<file path="src/rtl/rr_arb_mux.sv">
// rr_arb_mux: registered N-to-1 data selector. A round-robin arbiter picks
// one valid producer per cycle and loads its word into a single output
// register. A forced-select mode falls back to fixed-channel muxing.
//
// Handshake: a word moves across an interface on a clock edge where both
// valid and ready are high. Producers hold in_valid/in_data until accepted
// and must not derive in_valid from in_ready. out_valid/out_data/out_sel
// stay stable while out_valid=1 and out_ready=0. in_ready is one-hot or
// zero and may follow out_ready combinationally.
module rr_arb_mux #(
  parameter  int WIDTH = 32,
  parameter  int N     = 4,
  localparam int SELW  = $clog2(N)
) (
  input  logic                 clk,
  input  logic                 reset,
  input  logic [N*WIDTH-1:0]   in_data,
  input  logic [N-1:0]         in_valid,
  output logic [N-1:0]         in_ready,
  input  logic                 force_en,
  input  logic [SELW-1:0]      force_sel,
  output logic [WIDTH-1:0]     out_data,
  output logic [SELW-1:0]      out_sel,
  output logic                 out_valid,
  input  logic                 out_ready
);

  logic [SELW-1:0]  ptr;
  logic [SELW-1:0]  grant_idx;
  logic             grant_vld;
  logic [SELW-1:0]  idx;
  logic             load_en;
  logic [WIDTH-1:0] chan [N];
  logic [WIDTH-1:0] sel_data;

  // Split the flat input bus into per-channel words.
  for (genvar i = 0; i < N; i++) begin : g_chan
    assign chan[i] = in_data[i*WIDTH +: WIDTH];
  end

  // The output register may take a new word when empty or being drained.
  assign load_en  = ~out_valid | out_ready;
  assign sel_data = chan[grant_idx];

  // Arbitration: forced channel only, or first valid channel from ptr upward.
  always_comb begin
    grant_vld = 1'b0;
    grant_idx = '0;
    idx       = '0;
    if (force_en) begin
      // Compare against every legal index so an out-of-range force_sel
      // simply matches nothing.
      for (int i = 0; i < N; i++) begin
        if (force_sel == SELW'(i) && in_valid[i]) begin
          grant_vld = 1'b1;
          grant_idx = SELW'(i);
        end
      end
    end else begin
      // Walk offsets from far to near so the nearest valid channel wins.
      for (int k = N - 1; k >= 0; k--) begin
        idx = SELW'((int'(ptr) + k) % N);
        if (in_valid[idx]) begin
          grant_vld = 1'b1;
          grant_idx = idx;
        end
      end
    end
  end

  // Accept strobe for the granted channel; silent while reset is asserted.
  always_comb begin
    in_ready = '0;
    if (reset && grant_vld && load_en) begin
      in_ready[grant_idx] = 1'b1;
    end
  end

  // Output register and round-robin pointer.
  always_ff @(posedge clk or negedge reset) begin
    if (!reset) begin
      out_valid <= 1'b0;
      out_data  <= '0;
      out_sel   <= '0;
      ptr       <= '0;
    end else if (load_en) begin
      if (grant_vld) begin
        out_valid <= 1'b1;
        out_data  <= sel_data;
        out_sel   <= grant_idx;
        if (!force_en) begin
          ptr <= (grant_idx == SELW'(N - 1)) ? '0 : grant_idx + SELW'(1);
        end
      end else begin
        out_valid <= 1'b0;
      end
    end
  end

endmodule

</file>
<file path="config.mk">
export PLATFORM = sky130hd
export DESIGN_NAME = rr_arb_mux
export DESIGN_NICKNAME = d
export VERILOG_FILES = /design/src/rtl/rr_arb_mux.sv
export SDC_FILE = /design/constraint.sdc
export NUM_CORES = 1
export LEC_CHECK = 0
export BUFFER_PORTS_ARGS = -buffer_cell sky130_fd_sc_hd__buf_2
export CORE_MARGIN = 2
export CORE_UTILIZATION = 41
export DETAILED_ROUTE_END_ITERATION = 8
export GPL_TIMING_DRIVEN = 0
export PLACE_DENSITY = 0.81
export SYNTH_ARGS = -nofsm -noshare
export SYNTH_HDL_FRONTEND = slang
export SYNTH_SLANG_ARGS = --single-unit
</file>
<file path="constraint.sdc">
create_clock -name clk -period 2.7 [get_ports clk]
set_input_delay 0.27 -clock clk [delete_from_list [all_inputs] [get_ports clk]]
set_output_delay 0.27 -clock clk [all_outputs]
set_load 0.005 [all_outputs]
</file>
# Yosys cells after proc, flatten, opt, wreduce, memory -nomap -nowiden
# Index checks and enable logic that the tools add are counted.
word_totals:
  register_bits: 37
  output_inout_bits: 39
classes:
  mux: 33
  reduce_logical: 10
  n_addsub: 4
  order_cmp: 7
  bitwise: 4
  n_eq_ne: 4
ops:
  columns: ["cell", "count"]
  rows:
  - ["32-bit binary-select mux with 2-bit select", 1]
  - ["32-bit two-way mux", 2]
  - ["1-bit two-way mux", 16]
  - ["2-bit two-way mux", 8]
  - ["2-bit by 3-bit < comparator with 1-bit output, second input constant", 5]
  - ["1-bit binary-select mux with 2-bit select", 4]
  - ["1-bit logical AND", 7]
  - ["2-bit == test, second input constant", 3]
  - ["2-bit by 1-bit adder with 2-bit output, second input constant", 2]
  - ["2-bit adder, second input constant", 2]
  - ["4-bit two-way mux", 1]
  - ["3-bit >= comparator, second input constant", 1]
  - ["2-bit inverter with 3-bit output", 1]
  - ["3-bit AND reduction", 1]
  - ["1-bit demux with 2-bit select", 1]
  - ["2-bit by 1-bit == test with 1-bit output, second input constant", 1]
  - ["2-bit by 1-bit >= comparator with 1-bit output, second input constant", 1]
  - ["2-bit logical NOT", 1]
  - ["1-bit inverter", 2]
  - ["2-bit AND reduction", 1]
  - ["1-bit bitwise OR", 1]

# Depth between registers and ports, before layout
# Gate-level depths: netlist (run 1).
depth:
  ltp_word: 13
  ltp_mapped: 9
  ltp_nobuf: 7

# Worst setup path before layout (run 1)
# No wires, ideal clock.
synth_path:
  path_type: "reg-to-reg"
  startpoint: "reg ptr[0]"
  endpoint: "reg ptr[1]"
  path_slack_ps: 824
  arrival_time_ps: 1748
  path_stages_with_launch: 10
  period_less_slack_ps: 1876
  n_path_buf: 2
  setup_time_ps: 128
  path_cell_list: "dfrtp_1 > nand2b_1 > nand4b_1 > a21oi_2 > a31oi_4 > buf_6 > buf_12 > inv_2 > ha_1 > mux2_1"
synth_between:
  elab_chain_len: 10
  elab_cells_between_ends: 25
synth_rtl:
  columns: ["element", "line", "source"]
  rows:
  - ["from (decl)", "28", "logic [SELW-1:0] ptr;"]
  - ["from (signal assigned)", "92", "ptr <= (grant_idx == SELW'(N - 1)) ? '0 : grant_idx + SELW'(1);"]
  - ["2-bit adder", "62", "idx = SELW'((int'(ptr) + k) % N);"]
  - ["1-bit binary-select mux with 2-bit select", "63", "if (in_valid[idx]) begin"]
  - ["1-bit two-way mux (not written as such)", "63", null]
  - ["2-bit two-way mux (4 in a row)", "63", null]
  - ["2-bit two-way mux", "50", "if (force_en) begin"]
  - ["2-bit by 1-bit adder with 2-bit output / 2-bit == test (equally long branches)", "92", null]
  - ["2-bit two-way mux", "92", null]
# Several ways; a longest one is shown, not always the timed one. The select of a mux whose other input is x is not followed.
# A chain may end at the register's enable or synchronous reset.

# Worst setup path in the final report (run 1)
layout_path:
  startpoint: "reg ptr[0]"
  endpoint: "out in_ready[3]"
layout_between:
  elab_chain_len: 13
  elab_cells_between_ends: 29
layout_rtl:
  columns: ["element", "line", "source"]
  rows:
  - ["2-bit adder", "62", null]
  - ["1-bit binary-select mux with 2-bit select", "63", null]
  - ["1-bit two-way mux (not written as such)", "63", null]
  - ["2-bit two-way mux (4 in a row)", "63", null]
  - ["2-bit two-way mux", "50", null]
  - ["2-bit by 3-bit < comparator with 1-bit output (not written as such) / 2-bit by 1-bit >= comparator with 1-bit output (equally long branches)", "75", "in_ready[grant_idx] = 1'b1;"]
  - ["1-bit logical AND (not written as such)", "75", null]
  - ["1-bit two-way mux (not written as such)", "75", null]
  - ["1-bit demux with 2-bit select", "75", null]
  - ["4-bit two-way mux *", "74", "if (reset && grant_vld && load_en) begin"]
  - ["to (decl)", "19", "output logic [N-1:0] in_ready,"]
# Mark *: on every way between the ends. The rest lies on a longest branch, timed or not. The select of a mux whose other input is x is not followed.

==> results.ini, run 1 <==
[detailed_routing]
via_count=2555
wl_per_cell_um=15.0
via_per_inst=5.26
routed_wl_um=7280
ant_nets=0
drcViolationCount=0
drtIter0Drc=150
dr.pass1.iters=4

[synth]
avgSynthCellArea_um2=10.5
yosysWarnings=0
synthFlopType=dfrtp_1
syn_area_um2=2410
ys_async_sr_fraction=1.00
synth_top_area_share=0.383
syn_nets=370
synth_area_leader_cell=dfrtp_1
synthCells=231
synth_cell_type_count=29
yosys-top-cells-count=mux2i_1, nand2_1, dfrtp_1
synth_seq_area_share=0.383
synth_edf_count=0
post-synth-top-count-cell=mux2i_1
yosys_register_bits=37
ys_top_cells_by_area=dfrtp_1, mux2i_1, o221ai_1

[finish]
finish.instance_area_um2=3480
area_delta_synth_final_pct=43.9
antenna_cells=0
regArea_um2=926
layout-drive-gt1-share=0.500
nNetsFinal=553
fin_util=0.620
fillCellCount=502
fin_cells=486
multiInputGateArea_um2=1330

[worst_setup_path]
worstSetupPathType=flip-flop to output pin
worstSetupStartpointType=flip-flop
worstPathMaxFanout=10
cp_data_required_time_ps=2430
endpoint_kind=output pin
arrival_ps=2230

[clocking]
clock_latency_ps=280
cts_tree=done
clockBufferDepth=2
cts_made_buffers=5
cts-root-buf=clkbuf_8
post_cts_buffers=0
cts_hold_buf=0
htreeDepth=2
cts.sinks=37
path_clk_slew_ps=70
cts_resized=0

[grt]
grt_pass1_vias=2491
track_usage=0.226
grt_start_max_net_pins=41
grt-ovfl-total=0
antenna_found_initial=0
grt_pass1_wl_um=11300

[placement]
dpl.hpwl_um=5800
place_area_um2=3390
portBuffers=176
dp.cells=479
globalplace.congestion=0.817

[floorplan]
ios=177
die_y_um=80.7
num_rows=27
start_util=0.431
die_x_um=80.7
die_area_um2=6520
core-area_um2=5610

[power]
p_sw_frac=0.356
seqPwrFrac=0.365
internal_power_mw=1.50
switchingPower_uw=833
p_leak_nw=2.06
ir_worst_vdd_v=0.000313
powerDensity_nw_per_um2=672
p_comb_frac=0.467
clock_power_share=0.168

[sta]
setup_viol=0
hold_violations=0
fmax_ghz=0.401
worst_clock_skew_ps=5.65
slew_headroom=0.423
finalMaxSlewViolations=0
fin_setup_tns_ps=0
layout_min_cycle_time_ps=2500
period_share=0.924
worst_pin_slew_ps=865
rsz0062_at_grt=false

[worst_hold_path]
hold_path_class=input port to asynchronous set/reset pin

[run_status]
outcome=completed

[run]
cap_violations=0

-- power groups by stage --
| stage | clock network, mW | logic, mW | registers (mW) |
|---|---|---|---|
| 2_1_floorplan | 0 | 0.641 | 0.868 |
| 3_3_place_gp | 0 | 1.07 | 0.852 |
| 3_5_place_dp | 0 | 1.11 | 0.856 |
| 4_1_cts | 0.405 | 1.11 | 0.851 |
| 5_1_grt | 0.437 | 1.19 | 0.880 |
| 6_report | 0.392 | 1.09 | 0.853 |
-- final timing paths --
check	slack (ps)	end	start	depth (start not counted)
max in group asynchronous	2060	out_data[1]$_DFFE_PN0P_	reset	1
max	200	in_ready[3]	ptr[0]$_DFFE_PN0P_	10
min reg2reg	480	out_sel[1]$_DFFE_PN0P_	out_sel[1]$_DFFE_PN0P_	2
max reg2reg	560	ptr[1]$_DFFE_PN0P_	ptr[0]$_DFFE_PN0P_	9
min in group clk	310	out_data[16]$_DFFE_PN0P_	in_data[48]	3
min	100	out_sel[1]$_DFFE_PN0P_	reset	1
-- flip-flops by register name, summed over array words and instances (netlist names) --
register,count
out_data,32
out_sel,2
out_valid,1
ptr,2
-- placed cells by master, fill, tap and decap left out, types with 2 or more instances in the layout --
cell type / count
clkbuf_8: 6
nand3_1: 2
dfrtp_1: 37
o221ai_1: 32
nand2b_1: 6
a21oi_1: 3
buf_2: 186
nand2_1: 42
o21ai_1: 2
nor3_1: 2
buf_12: 3
clkbuf_4: 2
inv_1: 2
nor2_1: 7
mux2i_1: 66
-- per-layer routing --
| metal | wire [um] | track usage | part of all wire |
|---|---|---|---|
| met1 | 2790 | 0.255 | 0.38 |
| met3 | 511 | 0.0367 | 0.070 |
| met5 | 0 | 0 | 0 |
| met2 | 3890 | 0.429 | 0.53 |
| met4 | 91 | 0.0763 | 0.012 |
-- layout make-up --
type,count,share of cell area
Multi-Input combinational cell,174,0.384
Sequential cell,37,0.266
Timing Repair Buffer,176,0.253
Buffer,17,0.0414
Tap cell,72,0.0259
Clock buffer,6,0.0238
Inverter,3,0.00324
Clock inverter,1,0.00216
-- kinds of logic (layout without fill, tap and decap cells) --
group	after synthesis	count (layout)	synth area share
mux	67	67	0.278
simple gates	65	65	0.124
compound gates	41	41	0.145
flops	37	37	0.383
buf+inv	20	203	0.0642
fa+ha+maj	1	1	0.00518
-- worst max-delay path, stage by stage (launching register included) --
cell	delay [ps]
dfrtp_1	410
nand2b_1	180
nand3_1	90
a21oi_2	70
a31oi_4	240
buf_6	250
buf_12	170
inv_2	60
ha_1	190
and3_1	170
buf_2	120
-- per-stage QoR --
| step | hold slack, ps | power, mW | worst slack, ps |
|---|---|---|---|
| final | 97.9 | 2.34 | 205 |
| after global routing | 154 | 2.51 | 69.8 |
| after CTS | 115 | 2.36 | 178 |
| after detailed placement | 428 | 1.96 | 500 |
| after global placement | 411 | 1.92 | 523 |
| after floorplan | -25.6 | 1.51 | 824 |
Note: power is estimated with default switching activity, not from simulation.
==> run 2: changes to the inputs <==
--- a/config.mk
+++ b/config.mk
@@ -5,12 +5,13 @@
 export SDC_FILE = /design/constraint.sdc
 export NUM_CORES = 1
 export LEC_CHECK = 0
+export ABC_AREA = 1
 export BUFFER_PORTS_ARGS = -buffer_cell sky130_fd_sc_hd__buf_2
 export CORE_MARGIN = 2
 export CORE_UTILIZATION = 41
 export DETAILED_ROUTE_END_ITERATION = 8
 export GPL_TIMING_DRIVEN = 0
-export PLACE_DENSITY = 0.81
+export PLACE_DENSITY = 0.77
 export SYNTH_ARGS = -nofsm -noshare
 export SYNTH_HDL_FRONTEND = slang
 export SYNTH_SLANG_ARGS = --single-unit
==> constraint.sdc (replaced) <==
create_clock -name clk -period 2.2 [get_ports clk]
set_input_delay 0.22 -clock clk [delete_from_list [all_inputs] [get_ports clk]]
set_output_delay 0.22 -clock clk [all_outputs]
set_load 0.005 [all_outputs]
==> run 2 against run 1 <==
Effect of this change: the run now ends with negative setup slack left; total power rose by 140%; register-to-register slack got worse by 680 ps; non-clock buffer count rose by 31; sequential share of layout area fell by 7.2 points; worst hold slack got worse by 69 ps; final area rose by 37%; first-iteration DRC count fell by 9.3%; clock power rose by 81%; via count rose by 63%; synthesized cell count rose by 150%; die area rose by 34%.
==> results.ini, run 2 <==
[grt]
track_usage=0.246
grt-ovfl-total=0
antenna_found_initial=0
grt_pass1_vias=3841
grt_start_max_net_pins=39
grt_pass1_wl_um=17200

[sta]
fmax_ghz=0.416
layout_min_cycle_time_ps=2410
fin_setup_tns_ps=-1160
worst_clock_skew_ps=9.90
hold_violations=0
setup_slack_ps=-205
slew_headroom=0.442
holdWs_ps=29.4
finalMaxSlewViolations=0
rsz0062_at_grt=true
period_share=1.09
worst_pin_slew_ps=837
setup_viol=12

[clocking]
path_clk_slew_ps=80
cts_hold_buf=0
clockBufferDepth=2
cts_made_buffers=5
clock_latency_ps=290
htreeDepth=2
cts_tree=done
cts.sinks=37
cts-root-buf=clkbuf_8

[power]
ir_worst_vdd_v=0.000463
powerDensity_nw_per_um2=1160
p_leak_nw=3.08

[detailed_routing]
via_per_inst=4.76
dr.pass1.iters=5
ant_nets=0
drtIter0Drc=136
drcViolationCount=0
wl_per_cell_um=12.6
routed_wl_um=11000
via_count=4156

[worst_setup_path]
worstSetupPathType=flip-flop to output pin
worstPathMaxFanout=5
endpoint_kind=output pin
worstSetupStartpointType=flip-flop
cp_data_required_time_ps=1980
rrSetupSlack_ps=-120
arrival_ps=2190

[finish]
fillCellCount=740
final_common_cell=nand2_1
multiInputGateArea_um2=1780
max_flop_register=out_data
nNetsFinal=910
largest_reg_flops=32
regArea_um2=927
biggestRegsByFlops=out_data x32, out_sel x2, ptr x2
finish.instance_area_um2=4760
final_cell_mix=nand2_1, buf_2, inv_1, nand3_1, dfrtp_1
antenna_cells=0
area_delta_synth_final_pct=45.0
layout-drive-gt1-share=0.339

[synth]
yosysWarnings=0
synth_seq_area_share=0.282
ys_async_sr_fraction=1.00
synthFlopType=dfrtp_1
post-synth-top-count-cell=nand2_1
synth_area_leader_cell=dfrtp_1
synth_cell_type_count=23
yosys-top-cells-count=nand2_1, inv_1, nand3_1
synthCells=571
synth_top_area_share=0.282
syn_area_um2=3280
syn_nets=710
ys_top_cells_by_area=dfrtp_1, nand2_1, nand3_1
avgSynthCellArea_um2=5.75
synth_edf_count=0
yosys_register_bits=37

[placement]
dpl.hpwl_um=8260
portBuffers=176
place_area_um2=4290
globalplace.congestion=0.834

[floorplan]
start_util=0.425
ios=177
die_x_um=93.5
core-area_um2=7730
die_area_um2=8740
die_y_um=93.5
num_rows=32

[worst_hold_path]
hold_path_class=input port to asynchronous set/reset pin

[run]
cap_violations=0

[run_status]
outcome=finished, violations left
violations=negative setup slack

==> run 2: cell types whose count changed in the layout (fill, tap and decap cells not counted), sizes merged, moves of 3 or more <==
cell,delta
inv,+125
clkbuf,+5
nand2b,-6
nor2,+4
o221ai,-32
or2,+8
nand2,+167
a21oi,-3
o211ai,+7
mux2i,-66
buf,+25
nand3,+121
==> run 2: area by class of cell <==
class                      count  share of cell area
sequential                    37               0.195
clock inverter                 3              0.0137
clock buffer                   5              0.0145
inverter                     129               0.106
tap                          102              0.0268
multi-input combinational    374               0.373
buffer                        30              0.0539
timing repair buffer         194               0.217
==> run 2: logic make-up after synthesis <==
group                    Yosys count  share of synthesized area
flip-flops                        37                      0.282
AO/OA/AOI/OAI                     16                     0.0328
adder cells (fa/ha/maj)            1                    0.00381
AND/OR/NAND/NOR                  357                      0.472
buffers and inverters            160                      0.210
==> run 2: repair_timing <==
| action | in CTS | in global routing |
|---|---|---|
| pin swaps | 13 | 16 |
| setup buffers | 13 | 4 |
| cloned | 0 | 1 |
| gates resized for setup | 25 | 44 |
| endpoints found under the setup margin | 20 | 37 |
==> run 2: report_power, final <==
group / leakage (nW) / internal, mW / switching, mW
Clock: 0.0681 / 0.451 / 0.260
Sequential: 0.450 / 1.02 / 0.210
Combinational: 2.57 / 1.57 / 2.03
Total: 3.08 / 3.04 / 2.50
==> run 2: per-stage QoR <==
stage,std cells,power (mW),utilization,setup slack [ps]
6_report,874,5.54,0.616,-205
5_1_grt,874,6.01,0.616,-342
4_1_cts,870,5.21,0.595,-224
3_5_place_dp,849,4.20,0.555,-145
3_3_place_gp,849,4.12,0.555,-103
2_1_floorplan,571,3.17,-,196
==> run 2: critical path, cell delays in order (launching register included) <==
cell     delay, ps
dfrtp_2        450
buf_4          160
nand2_4         60
nand2_2         60
nand2_2         90
buf_4          120
nand3_2         60
nand2_2         70
nand2_1         50
nand2_1         70
nand2_2         80
buf_6          140
buf_12         120
ha_4           140
inv_2           50
nor2_1          30
buf_2          120
==> run 2: worst paths after layout <==
kind                                       endpoint  depth (start not counted)                startpoint
min in group clk           out_data[29]$_DFFE_PN0P_                          3              in_data[125]
hold reg to reg            out_data[25]$_DFFE_PN0P_                          2  out_data[25]$_DFFE_PN0P_
setup reg to reg           out_data[21]$_DFFE_PN0P_                         14        ptr[1]$_DFFE_PN0P_
max in group asynchronous        ptr[1]$_DFFE_PN0P_                          1                     reset
hold / removal              out_data[0]$_DFFE_PN0P_                          1                     reset
setup / recovery                        in_ready[3]                         16        ptr[1]$_DFFE_PN0P_
==> run 2: layer usage <==
layer  track usage  wire (um)
met1         0.304       4550
met2         0.453       5640
met3        0.0379        737
met4        0.0441        106
met5             0          0
